$ cat config.mk
export PLATFORM = sky130hd
export DESIGN_NAME = check_ram_writer
export DESIGN_NICKNAME = d
export VERILOG_FILES = /design/src/rtl/rab_l2_pkg.sv /design/src/rtl/check_ram_writer.sv
export SDC_FILE = /design/constraint.sdc
export NUM_CORES = 1
export LEC_CHECK = 0
export ABC_AREA = 1
export CORE_ASPECT_RATIO = 1.5
export CORE_MARGIN = 5
export CORE_UTILIZATION = 46
export CTS_CLUSTER_DIAMETER = 60
export DETAILED_ROUTE_END_ITERATION = 8
export GPL_TIMING_DRIVEN = 0
export PLACE_DENSITY = 0.87
export SLEW_MARGIN = 20
export SYNTH_ARGS = -nofsm -noshare
export SYNTH_HDL_FRONTEND = slang
export SYNTH_SLANG_ARGS = --single-unit
$ cat constraint.sdc
create_clock -name clk_i -period 3.6 [get_ports clk_i]
set_input_delay 0.54 -clock clk_i [delete_from_list [all_inputs] [get_ports clk_i]]
set_output_delay 0.54 -clock clk_i [all_outputs]
set_load 0.1 [all_outputs]
$ cat src/rtl/rab_l2_pkg.sv
// Shared types and entry-word layout for the L2 TLB tag-RAM programming path.
package rab_l2_pkg;

  typedef enum logic {
    OP_INSERT     = 1'b0,
    OP_INVALIDATE = 1'b1
  } op_e;

  typedef enum logic [1:0] {
    STAT_NEW       = 2'd0,
    STAT_REPLACED  = 2'd1,
    STAT_EVICTED   = 2'd2,
    STAT_NOT_FOUND = 2'd3
  } status_e;

  typedef enum logic [2:0] {
    S_IDLE  = 3'd0,
    S_ARB   = 3'd1,
    S_SCAN  = 3'd2,
    S_DRAIN = 3'd3,
    S_WRITE = 3'd4,
    S_RESP  = 3'd5
  } state_e;

  localparam int unsigned FLAG_VALID  = 0;
  localparam int unsigned FLAG_RD     = 1;
  localparam int unsigned FLAG_WR     = 2;
  localparam int unsigned FLAG_MASTER = 3;
  localparam int unsigned TAG_LSB     = 4;

endpackage

$ cat src/rtl/check_ram_writer.sv
// Inserts or invalidates one page entry in the L2 TLB tag RAM: arbitrates for
// both read ports, scans all ways of the set, then writes a single target way.
module check_ram_writer
  import rab_l2_pkg::*;
#(
  parameter int unsigned ADDR_WIDTH     = 32,
  parameter int unsigned RAM_DATA_WIDTH = 32,
  parameter int unsigned PAGE_SIZE      = 4096,
  parameter int unsigned SET_WIDTH      = 5,
  parameter int unsigned OFFSET_WIDTH   = 4
) (
  input  logic                                clk_i,
  input  logic                                rst_i,
  input  logic                                req_valid_i,
  output logic                                req_ready_o,
  input  logic                                req_op_i,
  input  logic [ADDR_WIDTH-1:0]               req_va_i,
  input  logic                                req_master_i,
  input  logic                                req_wen_i,
  input  logic                                req_ren_i,
  output logic                                done_o,
  output logic [1:0]                          done_status_o,
  output logic [SET_WIDTH+OFFSET_WIDTH:0]     entry_addr_o,
  output logic                                ram_req_o,
  input  logic                                ram_gnt_i,
  output logic                                ram_we_o,
  output logic [SET_WIDTH+OFFSET_WIDTH:0]     port0_addr_o,
  output logic [SET_WIDTH+OFFSET_WIDTH:0]     port1_addr_o,
  output logic [RAM_DATA_WIDTH-1:0]           ram_wdata_o,
  input  logic [RAM_DATA_WIDTH-1:0]           port0_data_i,
  input  logic [RAM_DATA_WIDTH-1:0]           port1_data_i
);

  localparam int unsigned IGNORE_LSB = $clog2(PAGE_SIZE);
  localparam int unsigned IDX_W      = SET_WIDTH + OFFSET_WIDTH + 1;
  localparam int unsigned TAG_W      = RAM_DATA_WIDTH - TAG_LSB;

  // A way within the set: {half, offset}.
  typedef logic [OFFSET_WIDTH:0] way_t;

  function automatic logic [IDX_W-1:0] way_idx(input way_t w, input logic [SET_WIDTH-1:0] s);
    return {w[OFFSET_WIDTH], s, w[OFFSET_WIDTH-1:0]};
  endfunction

  state_e                    state_q, state_d;
  op_e                       op_q, op_d;
  logic [SET_WIDTH-1:0]      set_q, set_d;
  logic [TAG_W-1:0]          tag_q, tag_d;
  logic                      ren_q, ren_d;
  logic                      wen_q, wen_d;
  logic                      master_q, master_d;
  logic [OFFSET_WIDTH-1:0]   cnt_q, cnt_d;
  logic                      match_found_q, match_found_d;
  way_t                      match_way_q, match_way_d;
  logic                      free_found_q, free_found_d;
  way_t                      free_way_q, free_way_d;
  way_t                      rr_q, rr_d;
  logic [IDX_W-1:0]          target_q, target_d;
  status_e                   status_q, status_d;
  logic [RAM_DATA_WIDTH-1:0] wdata_q, wdata_d;
  logic                      do_write_q, do_write_d;

  logic                      eval_en;
  logic [OFFSET_WIDTH-1:0]   eval_off;
  logic                      hit0, hit1, free0, free1;
  logic                      m_found, f_found;
  way_t                      m_way, f_way;
  logic                      unused_bits;

  always_comb begin
    unused_bits = ^{req_va_i[IGNORE_LSB-1:0],
                    port0_data_i[TAG_LSB-1:FLAG_RD], port1_data_i[TAG_LSB-1:FLAG_RD]};
  end

  // Read data lags the issued offset by one cycle; in DRAIN cnt_q has wrapped
  // to zero, so cnt_q-1 lands on the last offset.
  always_comb begin
    eval_off = cnt_q - OFFSET_WIDTH'(1);
    eval_en  = ((state_q == S_SCAN) && (cnt_q != '0)) || (state_q == S_DRAIN);
    hit0     = port0_data_i[FLAG_VALID] && (port0_data_i[RAM_DATA_WIDTH-1:TAG_LSB] == tag_q);
    hit1     = port1_data_i[FLAG_VALID] && (port1_data_i[RAM_DATA_WIDTH-1:TAG_LSB] == tag_q);
    free0    = !port0_data_i[FLAG_VALID];
    free1    = !port1_data_i[FLAG_VALID];
  end

  // Scan trackers keep only the first hit; port0 wins at equal offset.
  always_comb begin
    m_found = match_found_q;
    m_way   = match_way_q;
    f_found = free_found_q;
    f_way   = free_way_q;
    if (eval_en) begin
      if (!match_found_q) begin
        if (hit0) begin
          m_found = 1'b1;
          m_way   = {1'b0, eval_off};
        end else if (hit1) begin
          m_found = 1'b1;
          m_way   = {1'b1, eval_off};
        end
      end
      if (!free_found_q) begin
        if (free0) begin
          f_found = 1'b1;
          f_way   = {1'b0, eval_off};
        end else if (free1) begin
          f_found = 1'b1;
          f_way   = {1'b1, eval_off};
        end
      end
    end
  end

  always_comb begin
    state_d       = state_q;
    op_d          = op_q;
    set_d         = set_q;
    tag_d         = tag_q;
    ren_d         = ren_q;
    wen_d         = wen_q;
    master_d      = master_q;
    cnt_d         = cnt_q;
    match_found_d = match_found_q;
    match_way_d   = match_way_q;
    free_found_d  = free_found_q;
    free_way_d    = free_way_q;
    rr_d          = rr_q;
    target_d      = target_q;
    status_d      = status_q;
    wdata_d       = wdata_q;
    do_write_d    = do_write_q;

    case (state_q)
      S_IDLE: begin
        if (req_valid_i) begin
          op_d     = op_e'(req_op_i);
          set_d    = req_va_i[IGNORE_LSB+SET_WIDTH-1:IGNORE_LSB];
          tag_d    = TAG_W'(req_va_i[ADDR_WIDTH-1:IGNORE_LSB]);
          ren_d    = req_ren_i;
          wen_d    = req_wen_i;
          master_d = req_master_i;
          state_d  = S_ARB;
        end
      end
      S_ARB: begin
        if (ram_gnt_i) begin
          cnt_d         = '0;
          match_found_d = 1'b0;
          match_way_d   = '0;
          free_found_d  = 1'b0;
          free_way_d    = '0;
          state_d       = S_SCAN;
        end
      end
      S_SCAN: begin
        if (!ram_gnt_i) begin
          state_d = S_ARB;
        end else begin
          cnt_d         = cnt_q + OFFSET_WIDTH'(1);
          match_found_d = m_found;
          match_way_d   = m_way;
          free_found_d  = f_found;
          free_way_d    = f_way;
          if (cnt_q == '1) state_d = S_DRAIN;
        end
      end
      S_DRAIN: begin
        if (!ram_gnt_i) begin
          state_d = S_ARB;
        end else begin
          match_found_d = m_found;
          match_way_d   = m_way;
          free_found_d  = f_found;
          free_way_d    = f_way;
          wdata_d       = '0;
          state_d       = S_WRITE;
          if (op_q == OP_INSERT) begin
            wdata_d[RAM_DATA_WIDTH-1:TAG_LSB] = tag_q;
            wdata_d[FLAG_VALID]               = 1'b1;
            wdata_d[FLAG_RD]                  = ren_q;
            wdata_d[FLAG_WR]                  = wen_q;
            wdata_d[FLAG_MASTER]              = master_q;
            do_write_d                        = 1'b1;
            if (m_found) begin
              target_d = way_idx(m_way, set_q);
              status_d = STAT_REPLACED;
            end else if (f_found) begin
              target_d = way_idx(f_way, set_q);
              status_d = STAT_NEW;
            end else begin
              target_d = way_idx(rr_q, set_q);
              status_d = STAT_EVICTED;
              rr_d     = rr_q + way_t'(1);
            end
          end else if (m_found) begin
            target_d   = way_idx(m_way, set_q);
            status_d   = STAT_NEW;
            do_write_d = 1'b1;
          end else begin
            target_d   = way_idx('0, set_q);
            status_d   = STAT_NOT_FOUND;
            do_write_d = 1'b0;
          end
        end
      end
      S_WRITE: begin
        if (ram_gnt_i) state_d = S_RESP;
      end
      S_RESP: begin
        state_d = S_IDLE;
      end
      default: begin
        state_d = S_IDLE;
      end
    endcase
  end

  always_ff @(posedge clk_i or posedge rst_i) begin
    if (rst_i) begin
      state_q       <= S_IDLE;
      op_q          <= OP_INSERT;
      set_q         <= '0;
      tag_q         <= '0;
      ren_q         <= 1'b0;
      wen_q         <= 1'b0;
      master_q      <= 1'b0;
      cnt_q         <= '0;
      match_found_q <= 1'b0;
      match_way_q   <= '0;
      free_found_q  <= 1'b0;
      free_way_q    <= '0;
      rr_q          <= '0;
      target_q      <= '0;
      status_q      <= STAT_NEW;
      wdata_q       <= '0;
      do_write_q    <= 1'b0;
    end else begin
      state_q       <= state_d;
      op_q          <= op_d;
      set_q         <= set_d;
      tag_q         <= tag_d;
      ren_q         <= ren_d;
      wen_q         <= wen_d;
      master_q      <= master_d;
      cnt_q         <= cnt_d;
      match_found_q <= match_found_d;
      match_way_q   <= match_way_d;
      free_found_q  <= free_found_d;
      free_way_q    <= free_way_d;
      rr_q          <= rr_d;
      target_q      <= target_d;
      status_q      <= status_d;
      wdata_q       <= wdata_d;
      do_write_q    <= do_write_d;
    end
  end

  always_comb begin
    req_ready_o   = (state_q == S_IDLE);
    ram_req_o     = (state_q == S_ARB) || (state_q == S_SCAN) ||
                    (state_q == S_DRAIN) || (state_q == S_WRITE);
    ram_we_o      = (state_q == S_WRITE) && ram_gnt_i && do_write_q;
    port0_addr_o  = '0;
    port1_addr_o  = '0;
    case (state_q)
      S_SCAN: begin
        port0_addr_o = {1'b0, set_q, cnt_q};
        port1_addr_o = {1'b1, set_q, cnt_q};
      end
      S_WRITE: begin
        port0_addr_o = target_q;
        port1_addr_o = target_q;
      end
      default: ;
    endcase
    ram_wdata_o   = wdata_q;
    done_o        = (state_q == S_RESP);
    done_status_o = status_q;
    entry_addr_o  = target_q;
  end

endmodule

==> impl_metrics.env <==
export IMPL_synth_top_area_cell="dfrtp_1"
export IMPL_postSynthCellCount=666
export IMPL_worstHoldStart="ram_wdata_o[0]"
export IMPL_drive_gt1_frac=0.08383
export IMPL_syn2layout_area_growth_pct=41.45
export IMPL_synth_flop_cell="dfrtp_1"
export IMPL_ys_types=38
export IMPL_max_cap_violations=0
export IMPL_dieArea_sq_um=12690
export IMPL_leakagePower_nw=3.592
export IMPL_design_area_sq_um=6832
export IMPL_cts_path_max_buffers=2
export IMPL_detailed_place_hpwl_um=11770
export IMPL_rsz0062_at_grt="false"
export IMPL_dr_pass1_iters=4
export IMPL_grt_pass1_vias=5028
export IMPL_ys_seq_elements=85
export IMPL_routed_wl_um=15160
export IMPL_critPathLaunchType="register"
export IMPL_hold_viol=0
export IMPL_row_count=45
export IMPL_cts_tree="yes"
export IMPL_die_w_um=93.66
export IMPL_antenna_found_initial=0
export IMPL_placed_cell_area_sq_um=6514
export IMPL_r2r_slack_ns=1.37
export IMPL_hold_class="reg2reg"
export IMPL_seq_area_frac_synth=0.4404
export IMPL_synth_commonest_cells="199 x nand2_1, 90 x inv_1, 85 x dfrtp_1"
export IMPL_root_buffer="clkbuf_16"
export IMPL_drtIter0Drc=223
export IMPL_crit_arrival_ns=2.95
export IMPL_synth_top_area_share=0.4404
export IMPL_power_w=0.006589
export IMPL_r2r_end="entry_addr_o[2]"
export IMPL_grt_ovfl_total=0
export IMPL_synthAdderAreaFrac=0.007772
export IMPL_netlist_area_sq_um=4830
export IMPL_synth_edff_count=0
export IMPL_required_ns=3.06
export IMPL_worst_pin_slew_ns=1.040
export IMPL_via_per_inst=5.029
export IMPL_antennaDiodeCount=0
export IMPL_endpoint_kind="output pin"
export IMPL_finalSetupTns_ns=0
export IMPL_initial_utilization=0.4739
export IMPL_synth_area_top_cells="dfrtp_1 44%, nand2_1 15%, inv_1 7.0%, nor2_1 5.7%, o21ai_0 4.5%"
export IMPL_synth_compound_area_frac=0.1262
export IMPL_worstSetupPathType="reg2out"
export IMPL_reg2reg_depth=14
export IMPL_finalMaxSlewViolations=0
export IMPL_synth_most_common_cell="nand2_1"
export IMPL_period_needed_ns=3.491
export IMPL_worst_slack_ns=0.1089
export IMPL_min_to="ram_wdata_o[0]"
export IMPL_drtAntennaViolNets=0
export IMPL_grt_max_degree=52
export IMPL_vias=4908
export IMPL_synthSimpleGateAreaFrac=0.2845
export IMPL_yosys_area_share_xor_xnor=0.01632
export IMPL_drc=0
export IMPL_syn_area_per_cell_sq_um=7.252
export IMPL_grt_pass1_wl_um=24150
export IMPL_irDropWorstVdd_uv=473.9
export IMPL_ys_async_sr_fraction=1.000
export IMPL_cellPowerDensity_nw_per_um2=964.5
export IMPL_clk_latency_ns=0.35
export IMPL_skew_ns=0.01053
export IMPL_cts_hold_buf=0
export IMPL_relSlewSlack=0.3043
export IMPL_r2r_start="cnt_q[0]"
export IMPL_hold_ws_ns=0.4864
export IMPL_coreArea_sq_um=10190
export IMPL_place_port_buffers=145
export IMPL_dp_slack_ns=0.1499
export IMPL_worstPathMaxFanout=10
export IMPL_wl_per_cell_um=15.53
export IMPL_pin_count=172
export IMPL_die_y_um=135.5
export IMPL_clk_pin_slew_ns=0.06
export IMPL_run_status="finished clean"
export IMPL_cts_sinks=85
export IMPL_cp_startpoint="state_q[1]"
export IMPL_place_congestion=0.8866
export IMPL_synth_top_family_by_area="simple AND/OR/NAND/NOR gates"
export IMPL_max_freq_mhz=286.4
export IMPL_htree_levels=3
export IMPL_finalCritPeriodShare=0.9697
export IMPL_fin_nets=937
export IMPL_setup_viol=0
export IMPL_synthMuxAreaShare=0
export IMPL_min_path_cells=2
export IMPL_yosys_warnings=0
export IMPL_cts_made_buffers=9
export IMPL_grt_use_total=0.2451
-- per-layer routing --
layer,GRT usage,vias to the layer above,routed length [um]
li1,-,2391,-
met1,0.2467,2282,5373
met2,0.4524,189,8075
met3,0.06782,46,1028
met4,0.1261,0,680
met5,0,-,0
-- flip-flops by register name, summed over array words and instances, names as in the netlist --
name           cells
state_q            3
match_way_q        5
tag_q             16
do_write_q         1
done_status_o      2
entry_addr_o      10
set_q              4
ren_q              1
master_q           1
op_q               1
ram_wdata_o       24
wen_q              1
free_way_q         5
match_found_q      1
free_found_q       1
rr_q               5
cnt_q              4
-- worst max-delay path: stages (launching register included) --
cell	delay, ns
dfrtp_1	0.42
nor2_1	0.46
nand2_1	0.14
clkbuf_1	0.31
nand2_1	0.14
clkdlybuf4s50_1	1.14
-- placed cells by master, fill, tap and decap left out, drive strengths merged, types with 2 or more instances in the layout --
cell / count
o21ai: 64
buf: 25
dlymetal6s2s: 9
clkinv: 2
a31oi: 2
dfrtp: 85
dlygate4sd2: 7
o21bai: 3
clkdlybuf4s50: 125
inv: 99
clkbuf: 24
a21oi: 30
nand4: 5
bufinv: 2
xnor2: 5
nand2: 206
o22ai: 9
xor2: 4
conb: 8
ha: 3
nor3: 6
nand3: 25
nor2: 80
-- worst max path at each step --
stage,endpoint,slack (ns),depth (start not counted)
floorplan,port1_addr_o[0],-0.65,6
global placement,tag_q[10],-0.53,2
detailed placement,port1_addr_o[7],0.15,6
CTS,port1_addr_o[9],0.01,5
global route,ram_req_o,0.01,5
finish,ram_req_o,0.11,5
-- logic make-up (layout without fill, tap and decap cells) --
group | after synthesis | in the layout
xor gates and xnor gates | 9 | 9
and+or+nand+nor | 324 | 324
AOI/OAI and AO/OA | 112 | 112
DFF | 85 | 85
adders and majority gates | 3 | 3
buffers and inverters | 132 | 294
other | 1 | 8
-- through the flow --
| stage | util | cells |
|---|---|---|
| after global routing | 0.6704 | 976 |
| after floorplan | - | 673 |
| final | 0.6704 | 976 |
| after global placement | 0.6362 | 959 |
| after CTS | 0.6691 | 976 |
| after detailed placement | 0.6392 | 960 |
-- repair_timing --
item                                    CTS  global route
resized for setup                        11            16
buffers inserted                          0             0
endpoints found under the setup margin   11            13
-- final cells by class --
cell class	count	area, sq um
Buffer	32	224.0
Clock buffer	13	250.2
Clock inverter	3	68.82
Fill cell	831	3359
Inverter	100	377.9
Multi-Input combinational cell	456	2130
Sequential cell	85	2127
Tap cell	141	176.4
Timing Repair Buffer	146	1478
-- where the power goes --
| part | internal (W) | total, W | switching (W) |
|---|---|---|---|
| Combinational | 0.000966 | 0.00398 | 0.00301 |
| Clock | 0.000629 | 0.00102 | 0.000386 |
| Sequential | 0.00133 | 0.00159 | 0.000266 |
(Power assumes the default switching activity.)
